`src/rtl/div_fu_ctrl_if.sv`:
```
// Reservation-station request and CDB response channels of the divide unit controller.
// master = producer/consumer side (RS + CDB arbiter), slave = div_fu_ctrl.
interface div_fu_ctrl_if #(
    parameter int XLEN  = 32,
    parameter int TAG_W = 6
);
    logic             req_valid;
    logic             req_ready;
    logic [1:0]       req_op;
    logic [XLEN-1:0]  req_rs1;
    logic [XLEN-1:0]  req_rs2;
    logic [TAG_W-1:0] req_tag;
    logic             resp_valid;
    logic             resp_ready;
    logic [XLEN-1:0]  resp_data;
    logic [TAG_W-1:0] resp_tag;

    modport master (
        output req_valid, req_op, req_rs1, req_rs2, req_tag, resp_ready,
        input  req_ready, resp_valid, resp_data, resp_tag
    );

    modport slave (
        input  req_valid, req_op, req_rs1, req_rs2, req_tag, resp_ready,
        output req_ready, resp_valid, resp_data, resp_tag
    );
endinterface

```
`src/rtl/div_fu_ctrl.sv`:
```
// Issue/collect controller for a fixed-latency unsigned divider: sign handling,
// RISC-V special cases, metadata pipe and an in-order credit-managed result buffer.
module div_fu_ctrl #(
    parameter int XLEN      = 32,
    parameter int DIV_LAT   = 3,
    parameter int TAG_W     = 6,
    parameter int RES_DEPTH = 4
) (
    input  logic            clk,
    input  logic            rst_n,
    input  logic            i_flush,
    div_fu_ctrl_if.slave    bus,
    output logic [XLEN-1:0] o_div_a,
    output logic [XLEN-1:0] o_div_b,
    input  logic [XLEN-1:0] i_div_quotient,
    input  logic [XLEN-1:0] i_div_remainder,
    input  logic            i_div_by_0
);
    localparam int OCC_W = $clog2(RES_DEPTH + 1);
    localparam int PTR_W = (RES_DEPTH > 1) ? $clog2(RES_DEPTH) : 1;
    localparam logic [XLEN-1:0] XONE = {{(XLEN-1){1'b0}}, 1'b1};
    localparam logic [XLEN-1:0] XMIN = {1'b1, {(XLEN-1){1'b0}}};
    localparam logic [XLEN-1:0] XALL = {XLEN{1'b1}};
    localparam logic [XLEN-1:0] XZERO = {XLEN{1'b0}};

    typedef struct packed {
        logic             vld;
        logic [TAG_W-1:0] tag;
        logic             rem;
        logic             neg_q;
        logic             neg_r;
        logic             sp;
        logic [XLEN-1:0]  sp_val;
    } meta_t;

    typedef struct packed {
        logic [XLEN-1:0]  data;
        logic [TAG_W-1:0] tag;
    } res_t;

    function automatic logic [XLEN-1:0] f_neg(input logic [XLEN-1:0] x);
        return ~x + XONE;
    endfunction

    meta_t            r_pipe [DIV_LAT];
    res_t             r_mem  [RES_DEPTH];
    logic [PTR_W-1:0] r_wptr;
    logic [PTR_W-1:0] r_rptr;
    logic [OCC_W-1:0] r_cnt;
    logic [OCC_W-1:0] r_occ;

    logic             w_accept;
    logic             w_signed;
    logic             w_push;
    logic             w_pop;
    meta_t            w_issue;
    logic [XLEN-1:0]  w_result;
    logic             w_unused;

    // The divider's own zero flag is redundant: zero divisors are resolved at issue.
    assign w_unused = i_div_by_0;

    assign bus.req_ready  = (r_occ < OCC_W'(RES_DEPTH)) & ~i_flush;
    assign w_accept       = bus.req_valid & bus.req_ready;
    assign bus.resp_valid = (r_cnt != {OCC_W{1'b0}});
    assign bus.resp_data  = bus.resp_valid ? r_mem[r_rptr].data : XZERO;
    assign bus.resp_tag   = bus.resp_valid ? r_mem[r_rptr].tag : {TAG_W{1'b0}};
    assign w_push         = r_pipe[DIV_LAT-1].vld & ~i_flush;
    assign w_pop          = bus.resp_valid & bus.resp_ready & ~i_flush;

    // Issue-side conditioning: magnitudes, sign flags and special-case results.
    always_comb begin
        w_signed       = ~bus.req_op[0];
        w_issue.vld    = w_accept;
        w_issue.tag    = bus.req_tag;
        w_issue.rem    = bus.req_op[1];
        w_issue.neg_q  = w_signed & (bus.req_rs1[XLEN-1] ^ bus.req_rs2[XLEN-1]);
        w_issue.neg_r  = w_signed & bus.req_rs1[XLEN-1];
        w_issue.sp     = 1'b0;
        w_issue.sp_val = XZERO;
        if (w_signed && bus.req_rs1[XLEN-1]) begin
            o_div_a = f_neg(bus.req_rs1);
        end else begin
            o_div_a = bus.req_rs1;
        end
        if (w_signed && bus.req_rs2[XLEN-1]) begin
            o_div_b = f_neg(bus.req_rs2);
        end else begin
            o_div_b = bus.req_rs2;
        end
        if (bus.req_rs2 == XZERO) begin
            w_issue.sp     = 1'b1;
            w_issue.sp_val = bus.req_op[1] ? bus.req_rs1 : XALL;
        end else if (w_signed && (bus.req_rs1 == XMIN) && (bus.req_rs2 == XALL)) begin
            w_issue.sp     = 1'b1;
            w_issue.sp_val = bus.req_op[1] ? XZERO : XMIN;
        end else begin
            w_issue.sp     = 1'b0;
        end
    end

    // Sign fix-up of the divider output for the op leaving the metadata pipe.
    always_comb begin
        w_result = i_div_quotient;
        if (r_pipe[DIV_LAT-1].sp) begin
            w_result = r_pipe[DIV_LAT-1].sp_val;
        end else if (r_pipe[DIV_LAT-1].rem) begin
            w_result = r_pipe[DIV_LAT-1].neg_r ? f_neg(i_div_remainder) : i_div_remainder;
        end else begin
            w_result = r_pipe[DIV_LAT-1].neg_q ? f_neg(i_div_quotient) : i_div_quotient;
        end
    end

    // Metadata shift register running in lock-step with the divider pipe.
    always_ff @(posedge clk or negedge rst_n) begin
        if (!rst_n) begin
            for (int i = 0; i < DIV_LAT; i++) begin
                r_pipe[i] <= '0;
            end
        end else begin
            r_pipe[0] <= w_issue;
            for (int i = 1; i < DIV_LAT; i++) begin
                r_pipe[i] <= r_pipe[i-1];
            end
            if (i_flush) begin
                for (int i = 0; i < DIV_LAT; i++) begin
                    r_pipe[i].vld <= 1'b0;
                end
            end
        end
    end

    // In-flight credit: counts every op between accept and delivery.
    always_ff @(posedge clk or negedge rst_n) begin
        if (!rst_n) begin
            r_occ <= {OCC_W{1'b0}};
        end else if (i_flush) begin
            r_occ <= {OCC_W{1'b0}};
        end else begin
            case ({w_accept, w_pop})
                2'b10:   r_occ <= r_occ + OCC_W'(1);
                2'b01:   r_occ <= r_occ - OCC_W'(1);
                default: r_occ <= r_occ;
            endcase
        end
    end

    // Result FIFO; a push at full only ever coincides with a pop of the same slot.
    always_ff @(posedge clk or negedge rst_n) begin
        if (!rst_n) begin
            r_wptr <= {PTR_W{1'b0}};
            r_rptr <= {PTR_W{1'b0}};
            r_cnt  <= {OCC_W{1'b0}};
            for (int i = 0; i < RES_DEPTH; i++) begin
                r_mem[i] <= '0;
            end
        end else if (i_flush) begin
            r_wptr <= {PTR_W{1'b0}};
            r_rptr <= {PTR_W{1'b0}};
            r_cnt  <= {OCC_W{1'b0}};
        end else begin
            if (w_push) begin
                r_mem[r_wptr] <= '{data: w_result, tag: r_pipe[DIV_LAT-1].tag};
                r_wptr <= (r_wptr == PTR_W'(RES_DEPTH - 1)) ? {PTR_W{1'b0}} : r_wptr + PTR_W'(1);
            end
            if (w_pop) begin
                r_rptr <= (r_rptr == PTR_W'(RES_DEPTH - 1)) ? {PTR_W{1'b0}} : r_rptr + PTR_W'(1);
            end
            case ({w_push, w_pop})
                2'b10:   r_cnt <= r_cnt + OCC_W'(1);
                2'b01:   r_cnt <= r_cnt - OCC_W'(1);
                default: r_cnt <= r_cnt;
            endcase
        end
    end

    div_fu_ctrl_chk #(.OCC_W(OCC_W), .RES_DEPTH(RES_DEPTH)) u_chk (
        .clk    (clk),
        .rst_n  (rst_n),
        .i_push (w_push),
        .i_pop  (w_pop),
        .i_cnt  (r_cnt),
        .i_occ  (r_occ)
    );
endmodule

// Result-buffer overflow and credit-range checks.
module div_fu_ctrl_chk #(
    parameter int OCC_W     = 3,
    parameter int RES_DEPTH = 4
) (
    input logic             clk,
    input logic             rst_n,
    input logic             i_push,
    input logic             i_pop,
    input logic [OCC_W-1:0] i_cnt,
    input logic [OCC_W-1:0] i_occ
);
    a_no_overflow: assert property (@(posedge clk) disable iff (!rst_n)
        !(i_push && !i_pop && (i_cnt == OCC_W'(RES_DEPTH))));
    a_occ_range: assert property (@(posedge clk) disable iff (!rst_n)
        (i_occ <= OCC_W'(RES_DEPTH)));
endmodule

```
`src/flat_wrapper.sv`:
```
// flat-port wrapper written by rule: the top's interface ports become plain ports
module div_fu_ctrl_flat 
#(
    parameter int XLEN      = 32,
    parameter int DIV_LAT   = 3,
    parameter int TAG_W     = 6,
    parameter int RES_DEPTH = 4
)
  (clk, rst_n, i_flush, o_div_a, o_div_b, i_div_quotient, i_div_remainder, i_div_by_0, bus_req_valid, bus_req_op, bus_req_rs1, bus_req_rs2, bus_req_tag, bus_resp_ready, bus_req_ready, bus_resp_valid, bus_resp_data, bus_resp_tag);
  div_fu_ctrl_if #(.XLEN(XLEN), .TAG_W(TAG_W)) bus_i ();
  input  logic clk;
  input  logic rst_n;
  input  logic i_flush;
  output logic [XLEN-1:0] o_div_a;
  output logic [XLEN-1:0] o_div_b;
  input  logic [XLEN-1:0] i_div_quotient;
  input  logic [XLEN-1:0] i_div_remainder;
  input  logic i_div_by_0;
  input wire logic [$bits(bus_i.req_valid)-1:0] bus_req_valid;
  input wire logic [$bits(bus_i.req_op)-1:0] bus_req_op;
  input wire logic [$bits(bus_i.req_rs1)-1:0] bus_req_rs1;
  input wire logic [$bits(bus_i.req_rs2)-1:0] bus_req_rs2;
  input wire logic [$bits(bus_i.req_tag)-1:0] bus_req_tag;
  input wire logic [$bits(bus_i.resp_ready)-1:0] bus_resp_ready;
  output wire logic [$bits(bus_i.req_ready)-1:0] bus_req_ready;
  output wire logic [$bits(bus_i.resp_valid)-1:0] bus_resp_valid;
  output wire logic [$bits(bus_i.resp_data)-1:0] bus_resp_data;
  output wire logic [$bits(bus_i.resp_tag)-1:0] bus_resp_tag;
  assign bus_i.req_valid = bus_req_valid;
  assign bus_i.req_op = bus_req_op;
  assign bus_i.req_rs1 = bus_req_rs1;
  assign bus_i.req_rs2 = bus_req_rs2;
  assign bus_i.req_tag = bus_req_tag;
  assign bus_i.resp_ready = bus_resp_ready;
  assign bus_req_ready = bus_i.req_ready;
  assign bus_resp_valid = bus_i.resp_valid;
  assign bus_resp_data = bus_i.resp_data;
  assign bus_resp_tag = bus_i.resp_tag;
  div_fu_ctrl #(.XLEN(XLEN), .DIV_LAT(DIV_LAT), .TAG_W(TAG_W), .RES_DEPTH(RES_DEPTH)) u_core (.clk(clk), .rst_n(rst_n), .i_flush(i_flush), .bus(bus_i), .o_div_a(o_div_a), .o_div_b(o_div_b), .i_div_quotient(i_div_quotient), .i_div_remainder(i_div_remainder), .i_div_by_0(i_div_by_0));
endmodule
```
`config.mk`:
```
export PLATFORM = sky130hd
export DESIGN_NAME = div_fu_ctrl_flat
export DESIGN_NICKNAME = d
export VERILOG_FILES = /design/src/rtl/div_fu_ctrl_if.sv /design/src/rtl/div_fu_ctrl.sv /design/src/flat_wrapper.sv
export SDC_FILE = /design/constraint.sdc
export NUM_CORES = 1
export LEC_CHECK = 0
export BUFFER_PORTS_ARGS = -buffer_cell sky130_fd_sc_hd__buf_2
export CORE_MARGIN = 2
export CORE_UTILIZATION = 24
export CTS_CLUSTER_DIAMETER = 50
export DETAILED_ROUTE_END_ITERATION = 8
export HOLD_SLACK_MARGIN = 0.06
export PLACE_DENSITY = 0.38
export REMOVE_ABC_BUFFERS = 1
export SKIP_CTS_REPAIR_TIMING = 1
export SLEW_MARGIN = 20
export SYNTH_ARGS = -nofsm -noshare
export SYNTH_HDL_FRONTEND = slang
export SYNTH_SLANG_ARGS = --single-unit
```
`constraint.sdc`:
```
create_clock -name clk -period 5.2 [get_ports clk]
set_input_delay 1.04 -clock clk [delete_from_list [all_inputs] [get_ports clk]]
set_output_delay 1.04 -clock clk [all_outputs]
set_load 0.01 [all_outputs]
```
==> flow_metrics.env, run 1 <==
export IMPL_status="finished clean"
export IMPL_synth_largest_area_cell="dfrtp_1"
export IMPL_startpoint_type="input pin"
export IMPL_port_buffers=244
export IMPL_r2r_end="u_core.r_mem[150]$_DFFE_PN0P_"
export IMPL_end_kind="output pin"
export IMPL_ys_warnings_count=0
export IMPL_r2r_setup_slack_ps=2520
export IMPL_critPathMaxFanout=4
export IMPL_die_area_um2=61400
export IMPL_vias_per_cell=4.60
export IMPL_finalCritPeriodShare=0.836
export IMPL_setup_tns_final_ps=0
export IMPL_ant_nets=0
export IMPL_syn_to_final_growth_pct=22.8
export IMPL_slew_headroom=0.288
export IMPL_cts_path_max_buffers=3
export IMPL_whs_ps=339
export IMPL_fin_crit_ps=4350
export IMPL_async_reset_ff_frac=1.00
export IMPL_synthTopCellsByArea="dfrtp_1 51%, mux4_2 6.0%, nand2_1 4.7%, xnor2_1 4.3%, a21oi_1 3.6%"
export IMPL_drt_initial_drc_count=651
export IMPL_synth_commonest_cells="291 x dfrtp_1, 179 x nand2_1, 124 x nor2_1"
export IMPL_grt_ovfl_total=0
export IMPL_powerDensity_nw_per_um2=376
export IMPL_grt_pass1_wl_mm=70.9
export IMPL_synth_area_um2=14300
export IMPL_synth_cell_types=68
export IMPL_r2r_start="u_core.r_pipe[35]$_DFF_PN0_"
export IMPL_syn_inst=1409
export IMPL_drv_cap=0
export IMPL_synthMostInstantiatedCell="dfrtp_1"
export IMPL_place_congestion=0.827
export IMPL_hold_viol=0
export IMPL_wirelength_mm=46.0
export IMPL_synth_enable_flop_cells=0
export IMPL_tritoncts="built"
export IMPL_cp_required_ps=4160
export IMPL_synth_ff_type="dfrtp_1"
export IMPL_rr_worst_depth=7
export IMPL_ir_drop_v=0.000249
export IMPL_setup_viol=0
export IMPL_hp_start="u_core.r_pipe[59]$_DFF_PN0_"
export IMPL_grt_total_usage=0.152
export IMPL_tightestPinTransition_ps=1070
export IMPL_grt_pass1_vias=11600
export IMPL_drt_pass1_iterations=7
export IMPL_htree_levels=2
export IMPL_clock_latency_ps=560
export IMPL_clkTransAtPathRegs_ps=60
export IMPL_slew_violations=0
export IMPL_critPathKind="in2out"
export IMPL_final_util=0.297
export IMPL_core_area_um2=58900
export IMPL_initial_core_util=0.242
export IMPL_dp_hpwl_mm=33.1
export IMPL_synthDominantCellAreaShare=0.510
export IMPL_worstPathArrival_ps=3310
export IMPL_boundaryPins=246
export IMPL_wl_per_cell_um=18.9
export IMPL_syn_mean_instance_area_um2=10.1
export IMPL_hold_path_class="reg2reg"
export IMPL_rsz0062_at_grt="no"
export IMPL_fin_skew_ps=19.0
export IMPL_die_y_um=248
export IMPL_layout_nets=1786
export IMPL_cts_buffers=38
export IMPL_ys_seq_area_frac=0.510
export IMPL_p_leak_nw=8.00
export IMPL_hold_end="u_core.r_pipe[16]$_DFF_PN0_"
export IMPL_remaining_drc_errors=0
export IMPL_worstHoldPathCells=0
export IMPL_antenna_found_initial=8
export IMPL_grt_max_degree=96
export IMPL_cts_root_buf="clkbuf_16"
export IMPL_cts_sinks=291
export IMPL_fmax_ghz=0.230
export IMPL_num_vias=11200
export IMPL_core_rowCount=89
export IMPL_drive_gt1_frac=0.236
export IMPL_ys_ff_latch=291
export IMPL_die_w_um=248
worst max-delay path by stage:
stage	startpoint	endpoint	slack, ps	depth (start not counted)
after global routing	bus_req_rs2[12]	o_div_b[28]	660	8
after global placement	bus_req_rs2[12]	o_div_b[27]	880	8
final	bus_req_rs2[12]	o_div_b[28]	850	8
after CTS	bus_req_rs2[12]	o_div_b[29]	850	8
after floorplan	bus_req_rs1[12]	o_div_a[30]	1320	6
after detailed placement	bus_req_rs2[12]	o_div_b[29]	870	8
per-layer routing:
| metal | wire length, um | GRT usage |
|---|---|---|
| met3 | 2300 | 0.0198 |
| met1 | 21500 | 0.211 |
| met4 | 1140 | 0.0491 |
| met2 | 21100 | 0.244 |
| met5 | 0 | 0 |
per-stage QoR:
stage | worst slack, ps | cells | cell area (um^2) | total power, mW
2_1_floorplan | 1320 | 1324 | 13900 | 3.48
3_3_place_gp | 881 | 2365 | 16300 | 4.16
3_5_place_dp | 866 | 2365 | 16300 | 4.18
4_1_cts | 848 | 2433 | 17500 | 6.75
5_1_grt | 659 | 2434 | 17500 | 6.99
6_report | 851 | 2436 | 17500 | 6.59
logic make-up after synthesis:
family,Yosys count,share of synthesized area
AND/OR/NAND/NOR,482,0.158
AO/OA/AOI/OAI,322,0.139
flip-flops,291,0.510
buffers and inverters,135,0.0392
XOR/XNOR,116,0.0712
multiplexers,51,0.0701
adder cells (fa/ha/maj),12,0.0116
critical path, cell delays in order:
cell	delay, ps
buf_2	130
or4_1	580
nor4_1	380
nand2b_1	180
nor3_1	510
a21oi_1	160
xor2_1	180
buf_2	150
power by group:
part / switching (mW) / leakage (nW) / internal (mW)
clock: 1.04 / 0.594 / 1.47
combinational: 0.856 / 3.49 / 0.685
sequential: 0.109 / 3.92 / 2.44
cell usage in the layout, fill, tap and decap left out, drive strengths merged, types with 3 or more instances in the layout:
cell type | Yosys | layout
a21oi | 104 | 104
clkinv | 0 | 7
or3 | 17 | 17
nor2b | 8 | 8
or2 | 5 | 5
nor3 | 28 | 28
nor4 | 16 | 16
a41oi | 5 | 5
xor2 | 46 | 46
mux2i | 12 | 12
a221o | 5 | 5
ha | 10 | 10
o41ai | 14 | 14
nand2 | 179 | 179
clkbuf | 63 | 53
a21o | 3 | 3
inv | 50 | 57
and2 | 43 | 43
nand2b | 11 | 11
dfrtp | 291 | 291
nand4 | 12 | 12
a31oi | 38 | 38
or4 | 15 | 15
buf | 22 | 268
xnor2 | 70 | 70
mux4 | 38 | 38
nor2 | 124 | 124
diode | 0 | 3
o31ai | 26 | 26
nand3 | 16 | 16
a211o | 3 | 3
a211oi | 11 | 11
o21ai | 95 | 95
registers in the layout, indices dropped and copies added (netlist names):
name,flops
u_core.r_wptr,2
u_core.r_occ,3
u_core.r_rptr,2
u_core.r_mem,152
u_core.r_cnt,3
u_core.r_pipe,129
final cells by class:
type | count | area, um^2
antenna | 3 | 7.51
clock buffer | 53 | 1080
clock inverter | 15 | 128
fill | 6192 | 41400
inverter | 50 | 188
multi-input combinational | 983 | 6420
sequential | 291 | 7290
tap | 773 | 967
timing repair buffer | 268 | 1440
Power figures use the tool's default switching activity.
==> run 2: changes to the inputs <==
--- a/config.mk
+++ b/config.mk
@@ -11,7 +11,7 @@
 export CTS_CLUSTER_DIAMETER = 50
 export DETAILED_ROUTE_END_ITERATION = 8
 export HOLD_SLACK_MARGIN = 0.06
-export PLACE_DENSITY = 0.38
+export PLACE_DENSITY = 0.39
 export REMOVE_ABC_BUFFERS = 1
 export SKIP_CTS_REPAIR_TIMING = 1
 export SLEW_MARGIN = 20
==> constraint.sdc (replaced) <==
create_clock -name clk -period 3.7 [get_ports clk]
set_input_delay 0.74 -clock clk [delete_from_list [all_inputs] [get_ports clk]]
set_output_delay 0.74 -clock clk [all_outputs]
set_load 0.01 [all_outputs]
==> flow_metrics.env, run 2 (synthesis results as in run 1) <==
export IMPL_finalCritPeriodShare=0.963
export IMPL_r2r_setup_slack_ps=1430
export IMPL_fin_skew_ps=14.6
export IMPL_multi_input_area_um2=6450
export IMPL_largest_register_ffs=152
export IMPL_wl_per_cell_um=18.4
export IMPL_grt_ovfl_total=0
export IMPL_power_mw=9.48
export IMPL_tritoncts="built"
export IMPL_syn_to_final_growth_pct=25.6
export IMPL_drt_pass1_iterations=4
export IMPL_cts_buffers=39
export IMPL_clkTransAtPathRegs_ps=60
export IMPL_fillers=6200
export IMPL_core_rowCount=89
export IMPL_hold_path_class="in2async"
export IMPL_die_y_um=248
export IMPL_layout_nets=1817
export IMPL_cts_path_max_buffers=3
export IMPL_drv_cap=0
export IMPL_port_buffers=244
export IMPL_cp_required_ps=2960
export IMPL_boundaryPins=246
export IMPL_postLayoutCellArea_um2=17900
export IMPL_htree_levels=2
export IMPL_core_area_um2=58900
export IMPL_critPathKind="in2out"
export IMPL_drive_gt1_frac=0.255
export IMPL_cts_sinks=291
export IMPL_die_w_um=248
export IMPL_status="finished clean"
export IMPL_cts_root_buf="clkbuf_16"
export IMPL_placed_area_um2=16600
export IMPL_r2r_end="u_core.r_occ[2]$_DFFE_PN0P_"
export IMPL_die_area_um2=61400
export IMPL_grt_max_degree=84
export IMPL_grt_pass1_vias=11400
export IMPL_setup_viol=0
export IMPL_hold_viol=0
export IMPL_ir_drop_v=0.000290
export IMPL_vias_per_cell=4.56
export IMPL_final_cell_mix="288 x dfrtp_1, 243 x buf_2, 179 x nand2_1"
export IMPL_ant_nets=0
export IMPL_r2r_start="u_core.r_cnt[0]$_DFFE_PN0P_"
export IMPL_drt_initial_drc_count=581
export IMPL_cp_endpoint="o_div_a[30]"
export IMPL_fin_crit_ps=3560
export IMPL_clock_latency_ps=550
export IMPL_powerDensity_nw_per_um2=529
export IMPL_grt_total_usage=0.148
export IMPL_end_kind="output pin"
export IMPL_rsz0062_at_grt="yes"
export IMPL_worstPathArrival_ps=2820
export IMPL_antenna_found_initial=8
export IMPL_place_congestion=0.850
export IMPL_grt_pass1_wl_mm=69.1
export IMPL_initial_core_util=0.242
export IMPL_layout_commonest_cell="dfrtp_1"
export IMPL_wirelength_mm=45.3
export IMPL_slew_violations=0
export IMPL_top_register="u_core.r_mem"
export IMPL_top_regs="u_core.r_mem: 152 flops, u_core.r_pipe: 129 flops"
export IMPL_fmax_ghz=0.281
export IMPL_crit_path_start="bus_req_rs1[12]"
export IMPL_dp_hpwl_mm=33.2
export IMPL_rr_worst_depth=7
export IMPL_num_vias=11200
export IMPL_p_leak_nw=8.23
export IMPL_critPathMaxFanout=4
export IMPL_tightestPinTransition_ps=823
export IMPL_remaining_drc_errors=0
export IMPL_startpoint_type="input pin"
export IMPL_seqCellArea_um2=7290
export IMPL_slew_headroom=0.450
## run 2: how the worst min path moves through the flow
stage	startpoint	to	cells past startpoint
6_report	rst_n	u_core.r_rptr[0]$_DFFE_PN0P_	1
5_1_grt	rst_n	u_core.r_cnt[2]$_DFFE_PN0P_	1
4_1_cts	rst_n	u_core.r_cnt[2]$_DFFE_PN0P_	1
3_5_place_dp	u_core.r_pipe[59]$_DFF_PN0_	u_core.r_pipe[16]$_DFF_PN0_	0
3_3_place_gp	u_core.r_pipe[127]$_DFF_PN0_	u_core.r_pipe[84]$_DFF_PN0_	0
2_1_floorplan	u_core.r_pipe[43]$_DFF_PN0_	u_core.r_pipe[0]$_DFF_PN0_	0
## run 2: power by group
group	internal [mW]	leakage, nW	switching (mW)
clock	2.33	0.654	1.40
combinational	0.990	3.65	1.19
sequential	3.43	3.92	0.142
total	6.74	8.23	2.73
## run 2: layout make-up
type / instances / share of cell area
tap: 773 / 0.0540
timing repair buffer: 298 / 0.0956
antenna: 2 / 0.000279
inverter: 50 / 0.0105
clock inverter: 16 / 0.00852
clock buffer: 54 / 0.0645
sequential: 291 / 0.407
multi-input combinational: 983 / 0.360
## run 2: worst max-delay path, cell delays in order
cell	delay [ps]
buf_2	120
or4_1	590
nor3_2	240
nand3_1	160
nor4_2	220
buf_4	180
a41oi_1	140
xnor2_1	220
buf_2	200
## run 2: metrics by stage
| stage | hold WS (ps) | std cells | util | TNS (ps) | setup slack, ps |
|---|---|---|---|---|---|
| 2_1_floorplan | 331 | 1324 | - | 0 | 417 |
| 3_3_place_gp | 334 | 2395 | 0.281 | 0 | 22.5 |
| 3_5_place_dp | 335 | 2395 | 0.281 | -49.6 | -49.6 |
| 4_1_cts | 117 | 2465 | 0.304 | -71.8 | -60.3 |
| 5_1_grt | 139 | 2465 | 0.304 | -54.6 | -21.1 |
| 6_report | 119 | 2467 | 0.304 | 0 | 135 |
## run 2: per-layer routing
metal | part of all wire | GRT usage
met1 | 0.47 | 0.207
met2 | 0.45 | 0.231
met3 | 0.064 | 0.0263
met4 | 0.021 | 0.0451
met5 | 0.00060 | 0
